## src/rtl/loader_pkg.sv

```systemverilog
// Shared definitions for the boot-time instruction-memory loader.
package loader_pkg;

  // Loader sequencing: two length bytes, payload, checksum, then a terminal state.
  typedef enum logic [2:0] {
    LEN0,
    LEN1,
    DATA,
    CHK,
    DONE,
    ERR
  } state_t;

  localparam int HDR_BYTES      = 2;
  localparam int BYTES_PER_WORD = 4;
  localparam int IDX_W          = $clog2(BYTES_PER_WORD);

endpackage

```

## src/rtl/byte_packer.sv

```systemverilog
// Packs a byte stream into 32-bit little-endian words; first byte lands in bits 7:0.
module byte_packer
  import loader_pkg::*;
(
  input  logic        clk,
  input  logic        reset,
  input  logic        clear,
  input  logic        shift,
  input  logic [7:0]  data,
  output logic [31:0] word,
  output logic        word_valid
);

  logic [IDX_W-1:0] idx;
  logic [23:0]      sr;

  // Incoming byte becomes the top byte; earlier bytes have already slid down.
  assign word       = {data, sr};
  assign word_valid = shift && (idx == IDX_W'(BYTES_PER_WORD - 1));

  // Byte index and partial-word shift register; clear drops any partial word.
  always_ff @(posedge clk or posedge reset) begin
    if (reset) begin
      idx <= '0;
      sr  <= '0;
    end else if (clear) begin
      idx <= '0;
      sr  <= '0;
    end else if (shift) begin
      idx <= idx + 1'b1;
      sr  <= word[31:8];
    end
  end

endmodule

```

## src/rtl/imem_loader.sv

```systemverilog
// Boot loader: receives a length-prefixed, XOR-checksummed byte stream, writes
// the packed words into imem and releases the core from reset on a clean load.
module imem_loader
  import loader_pkg::*;
#(
  parameter int ADDR_W    = 8,
  parameter int BASE_ADDR = 0
) (
  input  logic              clk,
  input  logic              reset,
  input  logic              in_valid,
  input  logic [7:0]        in_data,
  output logic              in_ready,
  input  logic              start,
  output logic              mem_we,
  output logic [ADDR_W-1:0] mem_addr,
  output logic [31:0]       mem_wdata,
  output logic              core_reset,
  output logic              done,
  output logic              error,
  output logic [ADDR_W:0]   words_loaded
);

  // Largest legal word count: the whole memory, no wrap.
  localparam logic [16:0] CAP = 17'(1) << ADDR_W;

  state_t      state, state_nxt;
  logic [15:0] len;
  logic [7:0]  acc;
  logic        xfer;
  logic        pk_shift, pk_clear;
  logic [31:0] pk_word;
  logic        pk_word_valid;
  logic [16:0] hdr_len;
  logic        last_word;

  assign xfer      = in_valid && in_ready;
  assign hdr_len   = {1'b0, in_data, len[7:0]};
  assign last_word = (17'(words_loaded) + 17'd1) == {1'b0, len};

  byte_packer u_packer (
    .clk        (clk),
    .reset      (reset),
    .clear      (pk_clear),
    .shift      (pk_shift),
    .data       (in_data),
    .word       (pk_word),
    .word_valid (pk_word_valid)
  );

  // Next-state, handshake and packer control.
  always_comb begin
    state_nxt = state;
    in_ready  = 1'b0;
    pk_shift  = 1'b0;
    pk_clear  = 1'b0;
    case (state)
      LEN0: begin
        in_ready = 1'b1;
        if (xfer) state_nxt = LEN1;
      end
      LEN1: begin
        in_ready = 1'b1;
        if (xfer) begin
          if (hdr_len > CAP)       state_nxt = ERR;
          else if (hdr_len == '0)  state_nxt = CHK;
          else                     state_nxt = DATA;
        end
      end
      DATA: begin
        in_ready = 1'b1;
        pk_shift = xfer;
        if (pk_word_valid && last_word) state_nxt = CHK;
      end
      CHK: begin
        in_ready = 1'b1;
        if (xfer) state_nxt = (in_data == acc) ? DONE : ERR;
      end
      DONE, ERR: begin
        if (start) begin
          state_nxt = LEN0;
          pk_clear  = 1'b1;
        end
      end
      default: state_nxt = LEN0;
    endcase
  end

  // State register plus status outputs, registered off the next state so
  // core_reset never glitches.
  always_ff @(posedge clk or posedge reset) begin
    if (reset) begin
      state      <= LEN0;
      done       <= 1'b0;
      error      <= 1'b0;
      core_reset <= 1'b1;
    end else begin
      state      <= state_nxt;
      done       <= (state_nxt == DONE);
      error      <= (state_nxt == ERR);
      core_reset <= (state_nxt != DONE);
    end
  end

  // Length capture and running checksum over payload bytes only.
  always_ff @(posedge clk or posedge reset) begin
    if (reset) begin
      len <= '0;
      acc <= '0;
    end else begin
      if (state == LEN0 && xfer) len[7:0]  <= in_data;
      if (state == LEN1 && xfer) len[15:8] <= in_data;
      if (pk_clear)      acc <= '0;
      else if (pk_shift) acc <= acc ^ in_data;
    end
  end

  // imem write port: one strobe cycle per completed word, address follows count.
  always_ff @(posedge clk or posedge reset) begin
    if (reset) begin
      mem_we       <= 1'b0;
      mem_addr     <= ADDR_W'(BASE_ADDR);
      mem_wdata    <= '0;
      words_loaded <= '0;
    end else begin
      mem_we <= pk_word_valid;
      if (pk_word_valid) begin
        mem_wdata    <= pk_word;
        mem_addr     <= ADDR_W'(BASE_ADDR) + words_loaded[ADDR_W-1:0];
        words_loaded <= words_loaded + 1'b1;
      end else if (pk_clear) begin
        words_loaded <= '0;
      end
    end
  end

endmodule

```

## config.mk

```make
export PLATFORM = sky130hd
export DESIGN_NAME = imem_loader
export DESIGN_NICKNAME = d
export VERILOG_FILES = /design/src/rtl/loader_pkg.sv /design/src/rtl/byte_packer.sv /design/src/rtl/imem_loader.sv
export SDC_FILE = /design/constraint.sdc
export NUM_CORES = 1
export LEC_CHECK = 0
export BUFFER_PORTS_ARGS = -buffer_cell sky130_fd_sc_hd__buf_2
export CORE_MARGIN = 10
export CORE_UTILIZATION = 30
export CTS_CLUSTER_SIZE = 16
export DETAILED_ROUTE_END_ITERATION = 10
export SYNTH_ARGS = -nofsm -noshare
export SYNTH_HDL_FRONTEND = slang
export SYNTH_SLANG_ARGS = --single-unit
```

## constraint.sdc

```tcl
create_clock -name clk -period 3.95 [get_ports clk]
set_input_delay 0 -clock clk [delete_from_list [all_inputs] [get_ports clk]]
set_output_delay 0 -clock clk [all_outputs]
set_load 0.05 [all_outputs]
```

==> run metrics, run 1 <==
HP Class=in -> reg; Clk network pwr share=around 32%; simple-gate share of the synthesized area=11.82%; via count=roughly 3.2k; Post-synth top flop=dfrtp_1; most frequent cells in the layout=105 x dfrtp_1, 65 x buf_2, 51 x mux2_2; Tot GR Track Use=~11%; commonest non-fill, non-tap cell in the layout=dfrtp_1; placed inst area=about 5100 um2; DR iter-0 viols=259; drt via density=about 5.1; CTS buffer count=9; H-tree Lvls=3; Comb pwr share=18.9%; CP Data Required Time=roughly 4200 ps; ys async rst share=100.0%; # DRC=0; Final #Nets=461; die width=~140 um; first-pass GRT wire length=between 15000 and 20000 um; Final Setup Violations=0; number of synthesis warnings=0; remaining antenna violation count=0; CTS tree=built; synth unique cells=57; Yosys top cell area share=56.66%; f_max=~350 MHz; Design Area, Final=around 5400 um2; Vert. Die Dim=approximately 140 um; outcome=complete, no violations; # resized after CTS=0; Post-Syn Nets=400; Clock transition at path regs=70 ps; final slew viol count=0; crit path max fanout=29; LEAKAGE=0.002653 uW; RSZ-0062 raised after global routing=no; initial antenna violation count=0; slew margin rel.=a little over a quarter; full die area=20830 um2; power per cell area=between 400 and 500 nW/um2; Setup Skew=4.214 ps; P_sw=between 800 and 900 uW; Compound-Gate Fraction of Synth Area=about an eighth; Starting Density=30.50%; root buffer cell=clkbuf_16; fin crit period=about 2800 ps; Switching Share=30.38%; Worst EP arrival=~3000 ps; setup tns final=0 ps; TritonRoute pass-1 iters=5; CP Launch Type=flip-flop; mux cell area share after synthesis=between 10 and 15%; routed length per placed instance=around 17 um; final wirelength=11210 um; largest net degree at the start of global routing=around 70; core area=about 15000 um2; Synth Register Bits=roughly 110; sequential share of the synthesized area=a little under three fifths; fin crit share=between 70% and 80%; pre-CTS setup slack=around 1100 ps; Synth Instances=just under 400; Pint=roughly 1800 uW; worst setup margin=between 1000 and 1500 ps; Setup CP Type=reg -> reg; placer congestion estimate=~0.84; Synth Area in XOR/XNOR=2.267%; total global routing overflow=0; Mean Syn Cell Area=about 12 um2; Clock Path Buffers=2; largest family of logic cells by synthesized area=multiplexers; final core occ=roughly 36%; post-synth top area cell=dfrtp_1; P&R area growth vs syn=17.40%; I/O Buffers=65; mapped cell area=approximately 4600 um2; sequential share of power=between 40% and 50%; number of flops mapped to enable cells by yosys=0; clock sinks=106; Max IR drop VDD=0.2059 mV; Final Hold Viols=0; post-detail-place hpwl=around 8000 um; post-synthesis adder-cell area fraction=less than 1%; transition time of the tightest slew-check pin=approximately 1100 ps; CP endpoint kind=flip-flop; Row Count=between 40 and 50; vias in the first global route=roughly 3.3k; Clock Latency Late Sink=350 ps; I/O pin count=66; max_cap viols=0; dominant cells by area after synthesis=dfrtp_1 57%, mux2_2 12%, a22o_1 4.7%, o21ai_0 3.5%, nand2_1 3.0%; share of cells above drive strength 1=~33%
## cells by family after synthesis
logic type,Yosys count
simple gates,102
mux,53
fa+ha+maj,2
flops,106
xor+xnor,12
buf+inv,32
compound gates,79
## final timing paths
kind                               start             to  slack, ps  depth (start not counted)
setup / recovery                state[1]  mem_wdata[20]       1100                          4
hold / removal                in_data[6]         len[6]          9                          2
setup reg to reg                state[1]  mem_wdata[20]       1100                          4
hold reg to reg            mem_wdata[28]  mem_wdata[28]        490                          2
max in group asynchronous          reset     core_reset       2550                          4
min in group asynchronous          reset         mem_we        350                          3
## through the flow
| step | power, uW | instances | hold slack (ps) |
|---|---|---|---|
| after floorplan | 1677 | 386 | 118.4 |
| after global placement | 1789 | 620 | 212.9 |
| after detailed placement | 1812 | 620 | 218.7 |
| after CTS | 2683 | 640 | 0.9235 |
| after global routing | 2780 | 640 | 17.77 |
| final | 2655 | 641 | 9.191 |
## cells in the mapped netlist (2+ instances only)
| library cell | number |
|---|---|
| mux2i_1 | 2 |
| dfrtp_1 | 105 |
| buf_2 | 6 |
| inv_1 | 10 |
| xor2_1 | 7 |
| nor2_1 | 11 |
| nand3_1 | 5 |
| nor2b_1 | 10 |
| nand2_1 | 37 |
| nor4b_1 | 2 |
| xnor2_1 | 5 |
| nand4_1 | 6 |
| nand3b_1 | 3 |
| mux2_2 | 51 |
| buf_1 | 3 |
| a2111oi_0 | 3 |
| nand2b_1 | 2 |
| o22ai_1 | 2 |
| o31ai_1 | 3 |
| o21ai_0 | 32 |
| ha_1 | 2 |
| and2_1 | 4 |
| clkbuf_1 | 9 |
| nor4_1 | 7 |
| a22o_1 | 25 |
| nor3_1 | 3 |
## power by group through the flow
stage               Clock (uW)  Combinational [uW]  Sequential, uW
finish                     862                 502            1290
floorplan                    0                 350            1330
global placement             0                 483            1310
CTS                        884                 508            1290
detailed placement           0                 501            1310
global route               920                 550            1310
## flip-flops by register name (all words and copies together), names as in the netlist
register and cells:
u_packer.idx 2, mem_addr 8, mem_we 1, words_loaded 9, done 1, state 3
mem_wdata 32, error 1, acc 8, core_reset 1, u_packer.sr 24, len 16
## timing repair
| item | in CTS | in global routing |
|---|---|---|
| hold buffers | 4 | 0 |
| setup buffers | 0 | 0 |
| hold endpoints to repair | 72 | 0 |
## metal layers
layer	global-route usage (%)	wire length (um)	up-vias
met3	2.952	775	14
met5	0	0	-
met4	4.947	189	0
met2	16.12	5023	94
li1	-	-	1519
met1	14.71	5216	1620
## cell type report
cell class | count | area, um2
Clock buffer | 9 | 225.2
Multi-Input combinational cell | 248 | 1843
Sequential cell | 106 | 2654
Antenna cell | 1 | 2.502
Inverter | 11 | 43.79
Timing Repair Buffer | 71 | 380.4
Tap cell | 188 | 235.2
Fill cell | 1493 | 9758
Clock inverter | 7 | 60.06
## worst max-delay path: stages, from the launching register on
cell	delay [ps]
dfrtp_1	550
and4bb_2	730
nand2_1	450
inv_2	570
mux2_2	400
Power figures use the tool's default switching activity.
==> run 2, diff against run 1 <==
clock period = 2.6 ns   (was 3.95 ns; I/O delays follow)
==> run metrics, run 2 (synthesis results as in run 1) <==
I/O Buffers=65; layout filler cell count=between 1.5k and 2k; root buffer cell=clkbuf_16; Clock Path Buffers=2; Design Area, Final=5545 um2; I/O pin count=66; max_cap viols=0; max reg flops=32; CP Launch Type=flip-flop; drt via density=a little over 5; placed inst area=just over 5000 um2; total global routing overflow=0; DR iter-0 viols=273; core area=approximately 15000 um2; setup tns final=0 ps; first-pass GRT wire length=approximately 19000 um; routed length per placed instance=roughly 18 um; most frequent cells in the layout=105 x dfrtp_1, 65 x buf_2, 51 x mux2_2; Tot GR Track Use=about 11%; # DRC=0; CP Data Required Time=roughly 2900 ps; P&R area growth vs syn=19.59%; Row Count=45; die width=144.3 um; CP endpoint kind=flip-flop; HP Class=in -> reg; post-CTS setup buffers=0; transition time of the tightest slew-check pin=731.3 ps; final wirelength=approximately 11000 um; Vert. Die Dim=144.3 um; slowest CP cell=dfrtp_1; Final Hold Viols=0; vias in the first global route=3351; full die area=between 20000 and 25000 um2; H-tree Lvls=3; # resized after CTS=0; Clock transition at path regs=approximately 70 ps; placer congestion estimate=0.8036; slew margin rel.=51.07%; Buf/Inv on CP=0; fin crit share=86.96%; CTS buffer count=9; largest net degree at the start of global routing=107; Setup CP Type=reg -> reg; f_max=about 440 MHz; largest register by flop count=mem_wdata; Max IR drop VDD=~0.42 mV; Setup Skew=slightly below 6 ps; Worst EP arrival=~2500 ps; largest registers=mem_wdata: 32 flops, u_packer.sr: 24 flops, len: 16 flops; commonest non-fill, non-tap cell in the layout=dfrtp_1; delay-heaviest family, CP=compound AO/OA/AOI/OAI gates; via count=roughly 3.3k; outcome=complete, no violations; initial antenna violation count=2; remaining antenna violation count=0; share of cells above drive strength 1=33.11%; clock sinks=~110; fin crit period=between 2000 and 2500 ps; Clock Latency Late Sink=about 350 ps; Final #Nets=465; post-detail-place hpwl=about 8000 um; Final Setup Violations=0; CP peak stage delay=510 ps; CP Cell Sequence=ha_1 -> nand3_1 -> a2111oi_0 -> o31a_2 -> o22ai_1 -> o21ai_2 -> and2_1; Starting Density=30.50%; LEAKAGE=between 0.002 and 0.003 uW; CTS Hold Bufs=3; TritonRoute pass-1 iters=4; power per cell area=~780 nW/um2; crit path max fanout=9; final slew viol count=0; CTS tree=built; RSZ-0062 raised after global routing=no
==> run 2: cell count changes in the layout (fill, tap and decap cells not counted), sizes merged <==
| cell | delta |
|---|---|
| buf | +5 |
| bufinv | +3 |
| clkinv | -2 |
| inv | -4 |
| clkinvlp | +2 |
| dlygate4sd3 | -1 |
| clkbuf | +1 |
| diode | +1 |
==> run 2: area by class of cell <==
cell class                 instances  area [um2]  area share [%]
clock buffer                      10       229.0           4.129
sequential                       106        2654           47.86
clock inverter                     6       113.9           2.053
antenna                            2       5.005         0.09025
inverter                          11       45.04          0.8123
tap                              188       235.2           4.242
timing repair buffer              75       420.4           7.581
multi-input combinational        248        1843           33.24
==> run 2: final timing paths <==
check	slack, ps	endpoint	startpoint	cells after the start
min in group asynchronous	360	mem_addr[1]	reset	4
worst min register to register	480	mem_wdata[30]	mem_wdata[30]	2
worst max-delay path	340	error	words_loaded[0]	7
worst max register to register	340	error	words_loaded[0]	7
max in group asynchronous	1810	core_reset	reset	4
worst min-delay path	6	u_packer.sr[23]	in_data[7]	3
==> run 2: worst register-to-register path, cell delays in order (launching register included) <==
cell and delay (ps):
dfrtp_1 510, ha_1 370, nand3_1 240, a2111oi_0 440, o31a_2 180, o22ai_1 80, o21ai_2 210, and2_1 170
==> run 2: power breakdown <==
group,switching [uW],leakage (uW),internal (uW)
combinational,436,0.00110,338
clock,616,0.000159,945
sequential,150,0.00144,1810
total,1200,0.00269,3100
==> run 2: stage by stage <==
| step | hold WS, ps | setup slack [ps] | utilization (%) | total power, uW | std cells |
|---|---|---|---|---|---|
| 6_report | 6.095 | 339.1 | 36.48 | 4301 | 646 |
| 5_1_grt | 12.60 | 170.8 | 36.44 | 4487 | 644 |
| 4_1_cts | 4.585 | 328.6 | 36.44 | 4330 | 644 |
| 3_5_place_dp | 220.2 | 372.4 | 33.99 | 2769 | 625 |
| 3_3_place_gp | 206.1 | 488.6 | 33.99 | 2739 | 625 |
| 2_1_floorplan | 118.4 | 245.1 | - | 2548 | 386 |
==> run 2: routing by layer <==
layer | GRT usage, % | part of all wire [%] | vias to the layer above
li1 | - | - | 1534
met1 | 14.77 | 46 | 1675
met2 | 16.77 | 45 | 78
met3 | 3.706 | 7.3 | 13
met4 | 4.628 | 1.6 | 0
met5 | 0 | 0 | -
==> run 3, diff against run 2 <==
ABC_AREA = 1   (was unset)
==> run metrics, run 3 <==
commonest non-fill, non-tap cell in the layout=nand2_1; f_max=489.6 MHz; # diodes=0; root buffer cell=clkbuf_16; Hold Path Depth=4; share of cells above drive strength 1=17.00%; ys async rst share=100.0%; fin crit share=78.56%; DR iter-0 viols=between 200 and 300; core area=15090 um2; drt via density=~4.6; setup tns final=0 ps; number of synthesis warnings=0; max_cap viols=0; via count=3677; largest register by flop count=mem_wdata; CTS tree=built; mapped cell area=4598 um2; I/O pin count=66; top cells by instance count after synthesis=157 x nand2_1, 105 x dfrtp_1, 60 x inv_1; vias in the first global route=~3.7k; Worst Reg2Reg Path Length in Cells=6; fin crit period=2043 ps; Pint=around 2800 uW; total global routing overflow=0; Synth Instances=530; Synth Register Bits=between 100 and 150; I/O Buffers=65; sequential share of the synthesized area=just under 60%; die width=roughly 140 um; sequential share of power=47.5%; Row Count=45; most frequent cells in the layout=157 x nand2_1, 105 x dfrtp_1, 65 x buf_2; H-tree Lvls=3; slowest CP cell=nand2_1; CP Data Required Time=about 2800 ps; full die area=~21000 um2; Buf/Inv on CP=2; largest registers=mem_wdata: 32 flops, u_packer.sr: 24 flops, len: 16 flops; hold_ws=approximately 64 ps; CTS buffer count=9; remaining antenna violation count=0; routed length per placed instance=about 15 um; Tot GR Track Use=around an eighth; Post-Syn Nets=around 540; initial antenna violation count=0; number of flops mapped to enable cells by yosys=0; Setup CP Type=reg -> reg; Clock Path Buffers=2; HP Class=in -> reg; CP endpoint kind=flip-flop; outcome=complete, no violations; hold path endpoint=state[1]; final wirelength=11740 um; min-delay src=in_valid; Reg2Reg Launch Point=state[1]; delay-heaviest family, CP=simple AND/OR/NAND/NOR gates; power per cell area=between 700 and 800 nW/um2; TritonRoute pass-1 iters=5; placer congestion estimate=about 0.86; Comb pwr share=approximately a fifth; dominant cells by area after synthesis=dfrtp_1 57%, nand2_1 13%, o21ai_0 5.6%, inv_1 4.9%, nand3_1 3.7%; r2r setup slk=560 ps; Clock Latency Late Sink=340 ps; final slew viol count=0; post-detail-place hpwl=approximately 8600 um; slew margin rel.=between 50% and 60%; LEAKAGE=between 0.002 and 0.003 uW; Post-synth top flop=dfrtp_1; P&R area growth vs syn=19.76%; crit path max fanout=43; Max IR drop VDD=between 0.3 and 0.4 mV; Final #Nets=616; post-synth top area cell=dfrtp_1; clock sinks=about 110; Worst setup startpoint=state[1]; RSZ-0062 raised after global routing=no; Worst R2R End=u_packer.sr[23]; layout filler cell count=roughly 1.6k; # resized after CTS=0; Setup Skew=~6.3 ps; Switching Share=approximately a third; transition time of the tightest slew-check pin=around 740 ps; synth unique cells=31; largest net degree at the start of global routing=66; first-pass GRT wire length=roughly 20000 um; CP Launch Type=flip-flop; Starting Density=30.47%; Final Setup Violations=0; Clock transition at path regs=about 70 ps; count leader, synth=nand2_1; P_sw=1283 uW; CP Cell Sequence=inv_2 -> nor2_4 -> nand2_4 -> buf_4 -> nand2_1 -> o22ai_1; CP peak stage delay=560 ps; Vert. Die Dim=143.8 um; Worst EP arrival=approximately 2300 ps; # DRC=0; Yosys top cell area share=about 57%; total power=~4100 uW; Clk network pwr share=around a third; Mean Syn Cell Area=8.676 um2; max reg flops=32; Final Hold Viols=0
==> run 3: changes by cell type after synthesis, moves of 11 or more <==
| cell | delta |
|---|---|
| inv_1 | +50 |
| o21ai_1 | +11 |
| nand2_1 | +120 |
| a22o_1 | -25 |
| nand3_1 | +29 |
| o22ai_1 | +24 |
| mux2_2 | -51 |
| o21ai_0 | +19 |
| nor2_1 | +22 |
==> run 3: final cells by class <==
class                           count  area (um2)  share of cell area (%)
Multi-Input combinational cell    342        1607                   29.18
Clock buffer                        9       225.2                   4.090
Timing Repair Buffer               79       465.4                   8.453
Clock inverter                      6       75.07                   1.363
Inverter                           64       245.2                   4.454
Sequential cell                   106        2654                   48.19
Tap cell                          188       235.2                   4.272
==> run 3: metrics by stage <==
step	instances	util, %	cell area [um2]	setup slack, ps
finish	794	36.49	5507	557.3
CTS	794	36.49	5507	570.8
detailed placement	770	33.91	5116	579.8
floorplan	530	-	4602	683.1
global route	794	36.49	5507	336.5
global placement	770	33.91	5116	652.7
==> run 3: routing by layer <==
metal | track usage, % | up-vias | part of all wire [%]
met5 | 0 | - | 0
li1 | - | 1850 | -
met1 | 15.50 | 1715 | 45
met2 | 18.46 | 94 | 46
met3 | 3.927 | 18 | 6.6
met4 | 3.761 | 0 | 1.7
==> run 3: logic make-up (layout without fill, tap and decap cells) <==
group / count (synthesis) / after routing / synth area share, %
buffers and inverters: 82 / 158 / 7.347
and+or+nand+nor: 243 / 243 / 22.69
AOI/OAI and AO/OA: 94 / 94 / 11.13
adders and majority gates: 2 / 2 / 0.5441
xor gates and xnor gates: 3 / 3 / 0.5715
DFF: 106 / 106 / 57.71
==> run 3: power by group through the flow <==
stage          registers [uW]  clock network [uW]  logic (uW)
2_1_floorplan            2020                   0         510
3_3_place_gp             1960                   0         758
3_5_place_dp             1970                   0         771
4_1_cts                  1940                1410         787
5_1_grt                  1960                1480         885
6_report                 1940                1370         774
==> run 3: worst max-delay path by stage <==
stage	slack [ps]	endpoint	cells past startpoint
5_1_grt	340	u_packer.sr[15]	6
2_1_floorplan	680	done	10
3_5_place_dp	580	u_packer.sr[21]	6
4_1_cts	570	u_packer.sr[12]	6
3_3_place_gp	650	u_packer.idx[0]	6
6_report	560	u_packer.sr[23]	6
==> run 3: worst register-to-register path: cells and delay by family (launching register included) <==
family	cells	cell delay [ps]
simple gates	3	700
buf+inv	2	510
flops	1	430
compound gates	1	300
==> run 3: repair_timing <==
action | CTS | global route
setup buffers | 0 | 0
hold endpoints to repair | 30 | 0
hold buffers | 9 | 0
